[config.mk]
export PLATFORM = sky130hd
export DESIGN_NAME = uart_rx_cfg
export DESIGN_NICKNAME = d
export VERILOG_FILES = /design/src/rtl/uart_pkg.sv /design/src/rtl/uart_rx_sampler.sv /design/src/rtl/uart_rx_cfg.sv
export SDC_FILE = /design/constraint.sdc
export NUM_CORES = 1
export LEC_CHECK = 0
export CORE_UTILIZATION = 65
export DETAILED_ROUTE_END_ITERATION = 8
export DONT_BUFFER_PORTS = 1
export GPL_TIMING_DRIVEN = 0
export HOLD_SLACK_MARGIN = 0.12
export PLACE_DENSITY = 0.92
export SYNTH_ARGS = -nofsm -noshare
export SYNTH_HDL_FRONTEND = slang
export SYNTH_SLANG_ARGS = --single-unit
[constraint.sdc]
create_clock -name i_Clock -period 3.24 [get_ports i_Clock]
set_input_delay 0.324 -clock i_Clock [delete_from_list [all_inputs] [get_ports i_Clock]]
set_output_delay 0.324 -clock i_Clock [all_outputs]
set_load 0.05 [all_outputs]
[src/rtl/uart_pkg.sv]
// Shared definitions for the configurable UART receiver: parity modes, FSM encoding, counter sizing.
// Latency: n/a (definitions only).
// Backpressure: n/a (definitions only).
package uart_pkg;

  localparam int PARITY_NONE = 0;
  localparam int PARITY_ODD  = 1;
  localparam int PARITY_EVEN = 2;

  typedef enum logic [2:0] {
    ST_IDLE,
    ST_START,
    ST_DATA,
    ST_PARITY,
    ST_STOP,
    ST_BREAK
  } rx_state_t;

  // Width of the intra-bit cycle counter; never narrower than one bit.
  function automatic int cnt_width(input int clks_per_bit);
    return (clks_per_bit > 1) ? $clog2(clks_per_bit) : 1;
  endfunction

endpackage

[src/rtl/uart_rx_sampler.sv]
// RX line front end: 2-flop synchroniser plus a majority vote over samples at M-1, M and M+1.
// Latency: 2 cycles line-to-rx_sync; vote is valid combinationally while vote_stb is high.
// Backpressure: none; the line cannot be stalled, the caller owns the bit counter.
module uart_rx_sampler
  import uart_pkg::*;
#(
  parameter int CLKS_PER_BIT = 217,
  parameter int CW           = cnt_width(CLKS_PER_BIT)
) (
  input  logic          i_Clock,
  input  logic          i_Reset,
  input  logic          i_RX_Serial,
  input  logic [CW-1:0] bit_cnt,
  output logic          rx_sync,
  output logic          rx_vote,
  output logic          vote_stb
);

  localparam int M = CLKS_PER_BIT / 2;
  localparam logic [CW-1:0] CNT_A = CW'(M - 1);
  localparam logic [CW-1:0] CNT_B = CW'(M);
  localparam logic [CW-1:0] CNT_C = CW'(M + 1);

  logic sync_q1, sync_q2;
  logic samp_a, samp_b;

  // Two-stage synchroniser; resets to the idle (high) line level.
  always_ff @(posedge i_Clock or posedge i_Reset) begin
    if (i_Reset) begin
      sync_q1 <= 1'b1;
      sync_q2 <= 1'b1;
    end else begin
      sync_q1 <= i_RX_Serial;
      sync_q2 <= sync_q1;
    end
  end

  // Capture the first two votes; the third is the live line at the decision count.
  always_ff @(posedge i_Clock or posedge i_Reset) begin
    if (i_Reset) begin
      samp_a <= 1'b1;
      samp_b <= 1'b1;
    end else begin
      if (bit_cnt == CNT_A) samp_a <= sync_q2;
      if (bit_cnt == CNT_B) samp_b <= sync_q2;
    end
  end

  assign rx_sync  = sync_q2;
  assign vote_stb = (bit_cnt == CNT_C);
  assign rx_vote  = (samp_a & samp_b) | (samp_a & sync_q2) | (samp_b & sync_q2);

endmodule

[src/rtl/uart_rx_cfg.sv]
// Configurable UART receiver (data width, parity, stop bits); optional break detect via UART_RX_CFG_BREAK_EN.
// Latency: o_DV one cycle after the last stop-bit decision (mid-bit), plus 2 cycles of input sync.
// Backpressure: none; o_DV is a one-cycle pulse and the consumer must accept it, outputs hold until next frame.
module uart_rx_cfg
  import uart_pkg::*;
#(
  parameter int CLKS_PER_BIT = 217,
  parameter int DATA_BITS    = 8,
  parameter int PARITY       = 0,
  parameter int STOP_BITS    = 1
) (
  input  logic                 i_Clock,
  input  logic                 i_Reset,
  input  logic                 i_RX_Serial,
  output logic                 o_DV,
  output logic [DATA_BITS-1:0] o_RX_Byte,
  output logic                 o_Parity_Err,
  output logic                 o_Frame_Err,
  output logic                 o_Busy,
  output logic                 o_Break
);

  localparam int CW = cnt_width(CLKS_PER_BIT);
  localparam logic [CW-1:0] LAST_CNT = CW'(CLKS_PER_BIT - 1);

  rx_state_t            state_q, state_d;
  logic [CW-1:0]        cnt_q, cnt_d;
  logic [3:0]           bit_q, bit_d;
  logic                 stop_q, stop_d;
  logic [DATA_BITS-1:0] shreg_q, shreg_d;
  logic                 perr_q, perr_d;
  logic                 ferr_q, ferr_d;
  logic                 armed_q, armed_d;
  logic                 dv_d, perr_out_d, ferr_out_d, brk_d;
  logic [DATA_BITS-1:0] byte_d;
  logic                 rx_sync, rx_vote, vote_stb;
  logic                 bit_end, par_x, ferr_now;
`ifdef UART_RX_CFG_BREAK_EN
  logic                 pbit_q, pbit_d;
`endif

  uart_rx_sampler #(
    .CLKS_PER_BIT(CLKS_PER_BIT),
    .CW          (CW)
  ) u_sampler (
    .i_Clock    (i_Clock),
    .i_Reset    (i_Reset),
    .i_RX_Serial(i_RX_Serial),
    .bit_cnt    (cnt_q),
    .rx_sync    (rx_sync),
    .rx_vote    (rx_vote),
    .vote_stb   (vote_stb)
  );

  // FSM state, counters, frame accumulators and registered outputs.
  always_ff @(posedge i_Clock or posedge i_Reset) begin
    if (i_Reset) begin
      state_q      <= ST_IDLE;
      cnt_q        <= '0;
      bit_q        <= '0;
      stop_q       <= 1'b0;
      shreg_q      <= '0;
      perr_q       <= 1'b0;
      ferr_q       <= 1'b0;
      armed_q      <= 1'b0;
      o_DV         <= 1'b0;
      o_RX_Byte    <= '0;
      o_Parity_Err <= 1'b0;
      o_Frame_Err  <= 1'b0;
      o_Break      <= 1'b0;
`ifdef UART_RX_CFG_BREAK_EN
      pbit_q       <= 1'b0;
`endif
    end else begin
      state_q      <= state_d;
      cnt_q        <= cnt_d;
      bit_q        <= bit_d;
      stop_q       <= stop_d;
      shreg_q      <= shreg_d;
      perr_q       <= perr_d;
      ferr_q       <= ferr_d;
      armed_q      <= armed_d;
      o_DV         <= dv_d;
      o_RX_Byte    <= byte_d;
      o_Parity_Err <= perr_out_d;
      o_Frame_Err  <= ferr_out_d;
      o_Break      <= brk_d;
`ifdef UART_RX_CFG_BREAK_EN
      pbit_q       <= pbit_d;
`endif
    end
  end

  // Next-state and next-output logic; each state advances on the vote strobe or the bit boundary.
  always_comb begin
    state_d    = state_q;
    cnt_d      = cnt_q;
    bit_d      = bit_q;
    stop_d     = stop_q;
    shreg_d    = shreg_q;
    perr_d     = perr_q;
    ferr_d     = ferr_q;
    armed_d    = armed_q;
    dv_d       = 1'b0;
    byte_d     = o_RX_Byte;
    perr_out_d = o_Parity_Err;
    ferr_out_d = o_Frame_Err;
    brk_d      = 1'b0;
`ifdef UART_RX_CFG_BREAK_EN
    pbit_d     = pbit_q;
`endif
    bit_end    = (cnt_q == LAST_CNT);
    par_x      = (^shreg_q) ^ rx_vote;
    ferr_now   = ferr_q | ~rx_vote;

    if (state_q != ST_IDLE) cnt_d = bit_end ? '0 : cnt_q + CW'(1);

    case (state_q)
      ST_IDLE: begin
        cnt_d = '0;
        // A low line only starts a frame once the line has been seen high.
        if (rx_sync) begin
          armed_d = 1'b1;
        end else if (armed_q) begin
          state_d = ST_START;
          armed_d = 1'b0;
          bit_d   = '0;
          stop_d  = 1'b0;
          perr_d  = 1'b0;
          ferr_d  = 1'b0;
`ifdef UART_RX_CFG_BREAK_EN
          pbit_d  = 1'b0;
`endif
        end
      end
      ST_START: begin
        if (vote_stb && rx_vote) begin
          state_d = ST_IDLE;
          cnt_d   = '0;
          armed_d = 1'b1;
        end else if (bit_end) begin
          state_d = ST_DATA;
        end
      end
      ST_DATA: begin
        if (vote_stb) shreg_d = {rx_vote, shreg_q[DATA_BITS-1:1]};
        if (bit_end) begin
          if (bit_q == 4'(DATA_BITS - 1)) state_d = (PARITY != PARITY_NONE) ? ST_PARITY : ST_STOP;
          else                            bit_d   = bit_q + 4'd1;
        end
      end
      ST_PARITY: begin
        if (vote_stb) begin
          perr_d = (PARITY == PARITY_ODD) ? ~par_x : par_x;
`ifdef UART_RX_CFG_BREAK_EN
          pbit_d = rx_vote;
`endif
        end
        if (bit_end) state_d = ST_STOP;
      end
      ST_STOP: begin
        if (vote_stb) begin
`ifdef UART_RX_CFG_BREAK_EN
          if (!stop_q && !rx_vote && (shreg_q == '0) && !pbit_q) begin
            state_d    = ST_BREAK;
            cnt_d      = '0;
            dv_d       = 1'b1;
            byte_d     = shreg_q;
            perr_out_d = perr_q;
            ferr_out_d = 1'b1;
            brk_d      = 1'b1;
          end else
`endif
          if (stop_q == 1'(STOP_BITS - 1)) begin
            // Leave at the decision so a new start edge is caught straight away.
            state_d    = ST_IDLE;
            cnt_d      = '0;
            armed_d    = rx_vote;
            dv_d       = 1'b1;
            byte_d     = shreg_q;
            perr_out_d = perr_q;
            ferr_out_d = ferr_now;
          end else begin
            ferr_d = ferr_now;
          end
        end else if (bit_end) begin
          stop_d = 1'b1;
        end
      end
`ifdef UART_RX_CFG_BREAK_EN
      ST_BREAK: begin
        // Wait for one full bit time of continuous high line before re-arming.
        cnt_d = (rx_sync && !bit_end) ? cnt_q + CW'(1) : '0;
        if (rx_sync && bit_end) begin
          state_d = ST_IDLE;
          armed_d = 1'b1;
        end
      end
`endif
      default: begin
        state_d = ST_IDLE;
        cnt_d   = '0;
      end
    endcase
  end

  assign o_Busy = (state_q != ST_IDLE);

endmodule
==> out/qor.yml <==
floorplanning:
  dieHeight_um: 59.9
  dieArea_sq_um: 3590
  die_x_um: 59.9
  fp-row-count: 20
  core_region_area_sq_um: 3130
  io_pins: 16
  start_util: 0.697
place:
  post-dp-hpwl_um: 3120
  gp_congestion: 0.960
  portBuffers: 0
  place_area_sq_um: 2240
  dp.cells: 235
  place_ws_ns: 0.900
clock_tree:
  clockBufferDepth: 2
  cts_buffers: 5
  cts_root_buf: "clkbuf_4"
  htree_num_levels: 2
  post_cts_buffers: 0
  cts_tree: "done"
  clkTransAtPathRegs_ns: 0.13
  cts.sinks: 42
  clkLatencyLatePin_ns: 0.37
logic_synthesis:
  synth_edf_count: 0
  yosys-top-cells-count: "38 x dfrtp_1, 13 x nor2_1, 12 x mux2_4, 9 x mux2_2"
  async_flop_share: 1.00
  syn_inst: 191
  syn_nets: 198
  yosysMostFrequentCell: "dfrtp_1"
  syn_area_sq_um: 2180
  synth.top_cells.by_area: "dfrtp_1 44%, mux2_4 8.3%, dfstp_2 4.8%"
  yosysSeqAreaShare: 0.484
  synth_seq_cells: 42
  netlist.area_leader.share: 0.436
  yosys_warnings: 0
  yosysUniqueCellTypes: 52
  synth_ff_type: "dfrtp_1"
  syn_area_per_cell_sq_um: 11.4
  synth_largest_area_cell: "dfrtp_1"
global_routing:
  grt_start_max_net_pins: 43
  grt.total_usage: 0.294
  grt_pass1_vias: 1608
  overflow: 0
  grt_pass1_wl_um: 7520
  antenna_found_initial: 0
final_layout:
  drive_above_1_share: 0.229
  antennaDiodeCount: 0
  final_cell_area_sq_um: 2360
  stdcell_count: 245
  fin_nets: 207
  area_growth_syn_to_layout_pct: 8.32
setup_path:
  cp-start-kind: "flip-flop"
  required_ns: 3.46
  crit_fanout: 8
  end_kind: "flip-flop"
  worst_ep_arrival_time_ns: 2.73
  worstSetupPathType: "flip-flop to flip-flop"
  r2r.worst_path.cells: 5
detailed_routing:
  via_per_inst: 6.38
  vias: 1563
  drt_iter0_markers: 64
  drc: 0
  first_pass_iters: 4
  wire_per_inst_um: 18.4
  wirelength_um: 4510
  postRouteAntennaNets: 0
flow_run:
  maxCapViolations: 0
timing:
  whs_ns: 0.366
  fin_setup_tns_ns: 0
  clock_skew_ns: 0.0142
  finalCritPeriodShare: 0.776
  rsz0062_at_grt: "false"
  worst_pin_slew_ns: 0.906
  slew_violations: 0
  layout_min_cycle_time_ns: 2.51
  finalHoldViolCount: 0
  fmax_mhz: 398
  setup-violations-final: 0
  setup_slack_ns: 0.726
  relSlewSlack: 0.391
worst_hold_path:
  hp-class: "flip-flop to flip-flop"
  min_path_cells: 0
run_status:
  status: "finished, final reports clean"
power:
  power_density_nw_per_um2: 590
  p_leak_nw: 1.06
  ir_drop_v: 0.000451
state kept, by name, indices dropped and copies added, names as in the netlist, 3 cells and up:
register,cells
o_RX_Byte,8
cnt_q,8
shreg_q,8
state_q,3
bit_q,4
worst max-delay path: stages, from the launching register on:
cell and delay [ns]:
dfrtp_1 0.48, nor3_1 0.77, inv_1 0.57, nand4_1 0.28, xor2_1 0.20, nor2_1 0.07
per-layer routing:
layer,GRT usage,routed length [um]
met5,0,0
met3,0.0974,230
met1,0.352,1890
met2,0.475,2250
met4,0.146,141
path summary, 6_finish.rpt:
path | from | endpoint | slack, ns
worst max register to register | state_q[0] | cnt_q[4] | 0.73
max in group asynchronous | i_Reset | cnt_q[1] | 2.11
min in group asynchronous | i_Reset | o_RX_Byte[1] | 0.58
worst max-delay path | state_q[0] | cnt_q[4] | 0.73
worst min register to register | u_sampler.sync_q1 | u_sampler.rx_sync | 0.37
worst min-delay path | u_sampler.sync_q1 | u_sampler.rx_sync | 0.37
report_power, final:
group | switching, mW | internal, mW
clock | 0.179 | 0.241
sequential | 0.0615 | 0.578
combinational | 0.205 | 0.129
cell type report:
class / instances / area [sq um]
buffer: 8 / 50.0
timing repair buffer: 2 / 20.0
inverter: 8 / 30.0
clock buffer: 5 / 37.5
tap: 44 / 55.1
sequential: 42 / 1060
multi-input combinational: 133 / 1040
fill: 219 / 766
clock inverter: 3 / 68.8
cells by family (layout without fill, tap and decap cells):
| group | Yosys count | in the layout | share of synthesized area |
|---|---|---|---|
| AND/OR/NAND/NOR | 64 | 64 | 0.172 |
| XOR/XNOR | 12 | 12 | 0.0545 |
| other | 1 | 1 | 0.00172 |
| buffers and inverters | 16 | 26 | 0.0367 |
| multiplexers | 23 | 23 | 0.139 |
| AO/OA/AOI/OAI | 28 | 28 | 0.0838 |
| flip-flops | 42 | 42 | 0.484 |
| adder cells (fa/ha/maj) | 5 | 5 | 0.0275 |
through the flow:
step | utilization | total power [mW]
CTS | 0.755 | 1.39
floorplan | - | 0.887
detailed placement | 0.715 | 0.967
global route | 0.755 | 1.46
global placement | 0.715 | 0.938
finish | 0.755 | 1.39
layout by cell type, fill, tap and decap left out, types with 2 or more instances in the layout:
cell and n:
dfrtp_1 38, nor2_1 13, mux2_4 12, mux2_2 9, nor3_1 8, nand2_1 8
xnor2_1 8, inv_1 7, o21ai_0 7, nand4_1 5, clkbuf_4 5, nand2b_1 4
clkbuf_1 4, nand3_1 4, o31ai_1 4, a21oi_1 4, ha_1 4, dfstp_2 4
nand4b_1 3, xor2_1 3, buf_6 2, or2_2 2, mux2_1 2, nor4_1 2
o22ai_1 2, a31oi_1 2, or3_1 2, a21boi_1 2, bufinv_16 2, dlygate4sd3_1 2
timing repair:
item / CTS / global route
resized for setup: 0 / 0
hold buffers: 2 / 0
endpoints found under the hold margin: 39 / 0
No activity file was read; power rests on OpenSTA's default activity.
